==> src/rtl/sensor_frame_sequencer_pkg.sv <==
// Shared types and default constants for the pixel-sensor frame sequencer.
// Imported by sensor_frame_sequencer and its ramp counter.
package PixelSensorConfig;

   typedef enum logic [2:0] {
      SEQ_IDLE,
      SEQ_ERASE,
      SEQ_EXPOSE,
      SEQ_CONVERT,
      SEQ_READOUT
   } seq_state_t;

   localparam int ERASE_CYCLES = 5;
   localparam int EXPOSE_BITS  = 16;

   function automatic int max3(input int a, input int b, input int c);
      int m;
      m = (a > b) ? a : b;
      return (m > c) ? m : c;
   endfunction

endpackage

==> src/rtl/sensor_frame_sequencer_ramp_counter.sv <==
// PIXEL_BITS-wide up-counter generating the ADC conversion ramp code.
// Clear has priority over enable; o_tc flags the maximum code.
module sensor_ramp_counter
   import PixelSensorConfig::*;
#(
   parameter int PIXEL_BITS = 8
) (
   input  logic                  i_clk,
   input  logic                  i_rst_n,
   input  logic                  i_en,
   input  logic                  i_clr,
   output logic [PIXEL_BITS-1:0] o_count,
   output logic                  o_tc
);

   logic [PIXEL_BITS-1:0] r_count;

   always_ff @(posedge i_clk or negedge i_rst_n) begin
      if (!i_rst_n) begin
         r_count <= '0;
      end else if (i_clr) begin
         r_count <= '0;
      end else if (i_en) begin
         r_count <= r_count + PIXEL_BITS'(1);
      end
   end

   assign o_count = r_count;
   assign o_tc    = (r_count == '1);

endmodule

==> src/rtl/sensor_frame_sequencer.sv <==
// Erase -> expose -> convert -> readout sequencer for an N-row pixel array.
// Optional FRAME_COUNT output is enabled by defining SENSOR_FRAME_COUNT_EN.
module sensor_frame_sequencer
   import PixelSensorConfig::*;
#(
   parameter int  PIXEL_ARRAY_HEIGHT = 2,
   parameter int  PIXEL_BITS         = 8,
   parameter int  ERASE_CYCLES       = PixelSensorConfig::ERASE_CYCLES,
   parameter int  EXPOSE_BITS        = PixelSensorConfig::EXPOSE_BITS,
   localparam int ROW_W              = (PIXEL_ARRAY_HEIGHT > 1) ? $clog2(PIXEL_ARRAY_HEIGHT) : 1
) (
   input  logic                          CLK,
   input  logic                          RESET_N,
   input  logic                          START,
   input  logic                          ABORT,
   input  logic                          CONTINUOUS,
   input  logic [EXPOSE_BITS-1:0]        EXPOSE_CYCLES,
   input  logic                          ROW_READY,
   output logic                          PIXEL_ERASE,
   output logic                          PIXEL_EXPOSE,
   output logic                          PIXEL_CONVERT,
   output logic [PIXEL_BITS-1:0]         PIXEL_DIGITAL_RAMP,
   output logic [PIXEL_ARRAY_HEIGHT-1:0] SENSOR_ROW_SELECT,
   output logic                          ROW_VALID,
   output logic [ROW_W-1:0]              ROW_INDEX,
   output logic                          FRAME_DONE,
`ifdef SENSOR_FRAME_COUNT_EN
   output logic [15:0]                   FRAME_COUNT,
`endif
   output logic                          BUSY
);

   localparam int CNT_MAX = max3(ERASE_CYCLES, (2**EXPOSE_BITS) - 1, (2**PIXEL_BITS) - 1);
   localparam int CNT_W   = $clog2(CNT_MAX + 1);

   seq_state_t             r_state, w_state_nxt;
   logic [CNT_W-1:0]       r_cnt, w_cnt_nxt;
   logic [CNT_W-1:0]       r_expose;
   logic [ROW_W-1:0]       r_row, w_row_nxt;
   logic                   r_cont;
   logic                   r_frame_done, w_done_nxt;
   logic                   w_latch;
   logic                   w_ramp_en, w_ramp_clr, w_ramp_tc;
   logic [PIXEL_BITS-1:0]  w_ramp;

   sensor_ramp_counter #(.PIXEL_BITS(PIXEL_BITS)) u_ramp (
      .i_clk   (CLK),
      .i_rst_n (RESET_N),
      .i_en    (w_ramp_en),
      .i_clr   (w_ramp_clr),
      .o_count (w_ramp),
      .o_tc    (w_ramp_tc)
   );

   // The ramp is held at 0 everywhere except CONVERT and returns to 0 on the max code.
   assign w_ramp_en  = (r_state == SEQ_CONVERT);
   assign w_ramp_clr = (r_state != SEQ_CONVERT) | ABORT | w_ramp_tc;

   always_comb begin
      w_state_nxt = r_state;
      w_cnt_nxt   = r_cnt;
      w_row_nxt   = r_row;
      w_done_nxt  = 1'b0;
      w_latch     = 1'b0;
      if (ABORT) begin
         w_state_nxt = SEQ_IDLE;
         w_cnt_nxt   = '0;
         w_row_nxt   = '0;
      end else begin
         case (r_state)
            SEQ_IDLE: begin
               if (START) begin
                  w_state_nxt = SEQ_ERASE;
                  w_cnt_nxt   = '0;
                  w_latch     = 1'b1;
               end
            end
            SEQ_ERASE: begin
               if (r_cnt == CNT_W'(ERASE_CYCLES - 1)) begin
                  w_state_nxt = SEQ_EXPOSE;
                  w_cnt_nxt   = '0;
               end else begin
                  w_cnt_nxt = r_cnt + CNT_W'(1);
               end
            end
            SEQ_EXPOSE: begin
               if (r_cnt == r_expose - CNT_W'(1)) begin
                  w_state_nxt = SEQ_CONVERT;
                  w_cnt_nxt   = '0;
               end else begin
                  w_cnt_nxt = r_cnt + CNT_W'(1);
               end
            end
            SEQ_CONVERT: begin
               if (w_ramp_tc) begin
                  w_state_nxt = SEQ_READOUT;
               end
            end
            SEQ_READOUT: begin
               if (ROW_READY) begin
                  if (r_row == ROW_W'(PIXEL_ARRAY_HEIGHT - 1)) begin
                     w_done_nxt = 1'b1;
                     w_row_nxt  = '0;
                     w_cnt_nxt  = '0;
                     if (r_cont) begin
                        w_state_nxt = SEQ_ERASE;
                        w_latch     = 1'b1;
                     end else begin
                        w_state_nxt = SEQ_IDLE;
                     end
                  end else begin
                     w_row_nxt = r_row + ROW_W'(1);
                  end
               end
            end
            default: begin
               w_state_nxt = SEQ_IDLE;
               w_cnt_nxt   = '0;
               w_row_nxt   = '0;
            end
         endcase
      end
   end

   always_ff @(posedge CLK or negedge RESET_N) begin
      if (!RESET_N) begin
         r_state      <= SEQ_IDLE;
         r_cnt        <= '0;
         r_row        <= '0;
         r_frame_done <= 1'b0;
         r_expose     <= '0;
         r_cont       <= 1'b0;
      end else begin
         r_state      <= w_state_nxt;
         r_cnt        <= w_cnt_nxt;
         r_row        <= w_row_nxt;
         r_frame_done <= w_done_nxt;
         // Exposure and mode are captured at START and again at each continuous restart.
         if (w_latch) begin
            r_expose <= (EXPOSE_CYCLES == '0) ? CNT_W'(1) : CNT_W'(EXPOSE_CYCLES);
            r_cont   <= CONTINUOUS;
         end
      end
   end

`ifdef SENSOR_FRAME_COUNT_EN
   logic [15:0] r_frame_count;

   always_ff @(posedge CLK or negedge RESET_N) begin
      if (!RESET_N) begin
         r_frame_count <= '0;
      end else if (r_frame_done) begin
         r_frame_count <= r_frame_count + 16'd1;
      end
   end

   assign FRAME_COUNT = r_frame_count;
`endif

   assign PIXEL_ERASE        = (r_state == SEQ_ERASE);
   assign PIXEL_EXPOSE       = (r_state == SEQ_EXPOSE);
   assign PIXEL_CONVERT      = (r_state == SEQ_CONVERT);
   assign PIXEL_DIGITAL_RAMP = w_ramp;
   assign ROW_VALID          = (r_state == SEQ_READOUT);
   assign SENSOR_ROW_SELECT  = ROW_VALID ? (PIXEL_ARRAY_HEIGHT'(1) << r_row) : '0;
   assign ROW_INDEX          = ROW_VALID ? r_row : '0;
   assign FRAME_DONE         = r_frame_done;
   assign BUSY               = (r_state != SEQ_IDLE);

endmodule
==> config.mk <==
export PLATFORM = sky130hd
export DESIGN_NAME = sensor_frame_sequencer
export DESIGN_NICKNAME = d
export VERILOG_FILES = /design/src/rtl/sensor_frame_sequencer_pkg.sv /design/src/rtl/sensor_frame_sequencer_ramp_counter.sv /design/src/rtl/sensor_frame_sequencer.sv
export SDC_FILE = /design/constraint.sdc
export NUM_CORES = 1
export LEC_CHECK = 0
export CAP_MARGIN = 15
export CORE_ASPECT_RATIO = 0.75
export CORE_MARGIN = 2
export CORE_UTILIZATION = 25
export CTS_BUF_LIST = sky130_fd_sc_hd__clkbuf_4 sky130_fd_sc_hd__clkbuf_8
export CTS_CLUSTER_SIZE = 12
export DETAILED_ROUTE_END_ITERATION = 16
export PLACE_DENSITY = 0.46
export SLEW_MARGIN = 0
export SYNTH_ARGS = -nofsm -noshare
export SYNTH_HDL_FRONTEND = slang
export SYNTH_SLANG_ARGS = --single-unit
==> constraint.sdc <==
create_clock -name CLK -period 2.7 [get_ports CLK]
set_input_delay 0.27 -clock CLK [delete_from_list [all_inputs] [get_ports CLK]]
set_output_delay 0.27 -clock CLK [all_outputs]
set_load 0.02 [all_outputs]
==> impl_metrics.py <==
metrics = {
    "clocking": {
        "cts_buffers": 5,
        "clock-sinks": 46,
        "clk_latency_ps": 300,
        "root_buffer": "clkbuf_8",
        "htreeDepth": 2,
        "clk_path_buf_depth": 2,
        "cts_tree": "built",
        "clkTransAtPathRegs_ps": 90,
    },
    "die": {
        "start_util": 0.260,
        "die_w_um": 132,
        "num_io_pins": 39,
        "rows": 34,
        "die_area_mm2": 0.0131,
        "fp.coreArea_mm2": 0.0117,
        "fp.dieH_um": 99.7,
    },
    "hold_path": {
        "hp-class": "in2async",
    },
    "finish": {
        "layout-drive-gt1-share": 0.190,
        "finalNonFillerCells": 562,
        "n_fill_cell": 1245,
        "regArea_mm2": 0.00115,
        "multiInputGateArea_mm2": 0.00176,
        "syn_to_final_growth_pct": 27.9,
        "final_net_count": 426,
        "antenna_cells": 0,
        "final_core_util": 0.333,
    },
    "yosys": {
        "synthTopCellsByArea": "dfrtp_1 (38%), mux2_2 (4.8%), xnor2_1 (4.6%)",
        "synth-edff-count": 0,
        "yosysMostFrequentCell": "dfrtp_1",
        "ys_seq_area_frac": 0.377,
        "syn_inst": 339,
        "synth_area_per_cell_um2": 9.01,
        "async_flop_share": 1.00,
        "synthTopCellsByCount": "dfrtp_1 (46), nor2_1 (33), nand2_1 (27)",
        "synth_area_mm2": 0.00305,
        "syn_nets": 365,
        "ys.flop_type": "dfrtp_1",
        "synth-seq-cells": 46,
        "netlist-cell-type-count": 58,
        "synth_warnings": 0,
        "yosysTopAreaCellShare": 0.377,
        "synth_top_area_cell": "dfrtp_1",
    },
    "sta": {
        "hold_slack_ps": 444,
        "hold_violations": 0,
        "fin_crit_ps": 2680,
        "timing.final.ws_setup_ps": 24.3,
        "period_share": 0.991,
        "rsz0062_at_grt": "yes",
        "slew_headroom": 0.681,
        "tightest_slew_ps": 478,
        "slew_viol_final": 0,
        "setup-violations-final": 0,
        "fmax_mhz": 374,
        "clock_skew_ps": 5.98,
    },
    "detailed_routing": {
        "drtIter0Drc": 224,
        "wire_per_inst_um": 15.7,
        "first_pass_iters": 5,
        "drc": 0,
        "vias_per_cell": 4.98,
        "ant_nets": 0,
        "dr_total_vias": 2797,
        "wl_um": 8800,
    },
    "power": {
        "power_density_mw_per_mm2": 799,
        "ir_drop_mv": 0.399,
        "power.leakage_uw": 0.00155,
    },
    "grt": {
        "grt_pass1_vias": 2743,
        "grt_max_degree": 27,
        "grt_overflow": 0,
        "track_usage": 0.138,
        "grt_first_pass_wirelength_um": 14400,
        "grt_antenna_before_repair": 0,
    },
    "worst_setup_path": {
        "startpoint_type": "flop",
        "critical_path_required_ps": 2890,
        "r2r_slack_ps": 20,
        "cp.arrival_ps": 2870,
        "setup.worst_path.end_class": "flop",
        "crit_top_cell": "nor4_4",
        "cpMaxStageDelayCell": "dfrtp_2",
        "critical_path.max_fanout": 9,
        "worstPathCellList": "nor4_4 > buf_6 > nand3_1 > o31a_1 > or3_4 > nor4_4 > buf_4 > nor4_1 > a221o_1",
        "worstSetupPathType": "reg2reg",
        "critPathMaxStageDelay_ps": 450,
    },
    "place": {
        "dp_cells": 552,
        "dp_hpwl_um": 6660,
        "place_ws_ps": 22.6,
        "portBuffers": 38,
        "place.gp.congestion": 0.844,
    },
    "run_status": {
        "outcome": "finished, final reports clean",
    },
    "job": {
        "maxCapViolCount": 0,
    },
}
sequential cells by signal, summed over array words and instances, names as in the netlist:
register / flops
r_state: 3
r_expose: 16
u_ramp.o_count: 8
r_row: 1
FRAME_DONE: 1
r_cnt: 16
r_cont: 1
routing by layer:
| metal | up-vias | global-route usage | share of wire |
|---|---|---|---|
| met5 | - | 0 | 0 |
| met1 | 1360 | 0.211 | 0.53 |
| met2 | 72 | 0.198 | 0.41 |
| met3 | 8 | 0.0291 | 0.050 |
| met4 | 0 | 0.0259 | 0.0077 |
| li1 | 1357 | - | - |
layout make-up:
class                           count  share of cell area
Timing Repair Buffer               75               0.169
Multi-Input combinational cell    259               0.450
Clock buffer                        7              0.0215
Tap cell                          162              0.0519
Sequential cell                    46               0.295
Inverter                           13              0.0125
through the flow:
step	cell area (um2)	total power, uW	setup TNS [ps]
5_1_grt	3910	3350	-274
3_3_place_gp	3760	2630	0
6_report	3910	3120	0
4_1_cts	3860	3090	0
3_5_place_dp	3760	2640	0
2_1_floorplan	3050	2050	0
worst max-delay path: cells and delay by family (launching register included):
family | cells | cell delay (ps)
flip-flops | 1 | 450
AND/OR/NAND/NOR | 5 | 1160
buffers and inverters | 2 | 400
AO/OA/AOI/OAI | 2 | 560
where the power goes:
group          switching (uW)  leakage (uW)  internal, uW
registers                 243      0.000600           853
clock network             233     0.0000452           199
logic                     837      0.000901           755
cell families (layout without fill, tap and decap cells):
family | count (synthesis) | in the layout | synth area share
AND/OR/NAND/NOR | 149 | 149 | 0.267
multiplexers | 15 | 15 | 0.0545
flip-flops | 46 | 46 | 0.377
XOR/XNOR | 24 | 24 | 0.0688
buffers and inverters | 34 | 95 | 0.0569
AO/OA/AOI/OAI | 67 | 67 | 0.160
adder cells (fa/ha/maj) | 4 | 4 | 0.0164
placed cells by master, fill, tap and decap left out, types with 3 or more instances in the layout:
| cell | instances |
|---|---|
| dfrtp_1 | 45 |
| or2_2 | 5 |
| a211oi_1 | 10 |
| buf_4 | 35 |
| nand3_1 | 17 |
| nand4_1 | 8 |
| clkdlybuf4s50_1 | 37 |
| a21oi_1 | 11 |
| clkbuf_8 | 5 |
| nor2_1 | 33 |
| nand2b_1 | 5 |
| nand2_1 | 27 |
| nand3b_1 | 5 |
| o21ai_0 | 6 |
| a31oi_1 | 4 |
| ha_1 | 3 |
| and2_1 | 4 |
| o21ai_1 | 3 |
| nor4_1 | 13 |
| a21o_1 | 9 |
| or3_1 | 11 |
| o31ai_1 | 3 |
| nor3_1 | 8 |
| mux2_2 | 13 |
| inv_1 | 13 |
| o211a_1 | 3 |
| xnor2_1 | 16 |
| xor2_1 | 8 |
worst paths after layout:
path,endpoint,depth (start not counted),from
min reg2reg,r_expose[15],1,r_expose[15]
max,r_cnt[8],9,r_expose[2]
min,r_expose[1],2,RESET_N
max in group asynchronous,r_expose[2],3,RESET_N
min in group CLK,r_expose[15],1,r_expose[15]
max reg2reg,r_cnt[8],9,r_expose[2]
what timing repair did:
item / in CTS / in global routing
gates resized for setup: 0 / 10
hold endpoints to repair: 20 / 0
buffers inserted: 0 / 2
endpoints found under the setup margin: 0 / 17
hold buffers: 1 / 0
Power figures use the tool's default switching activity.
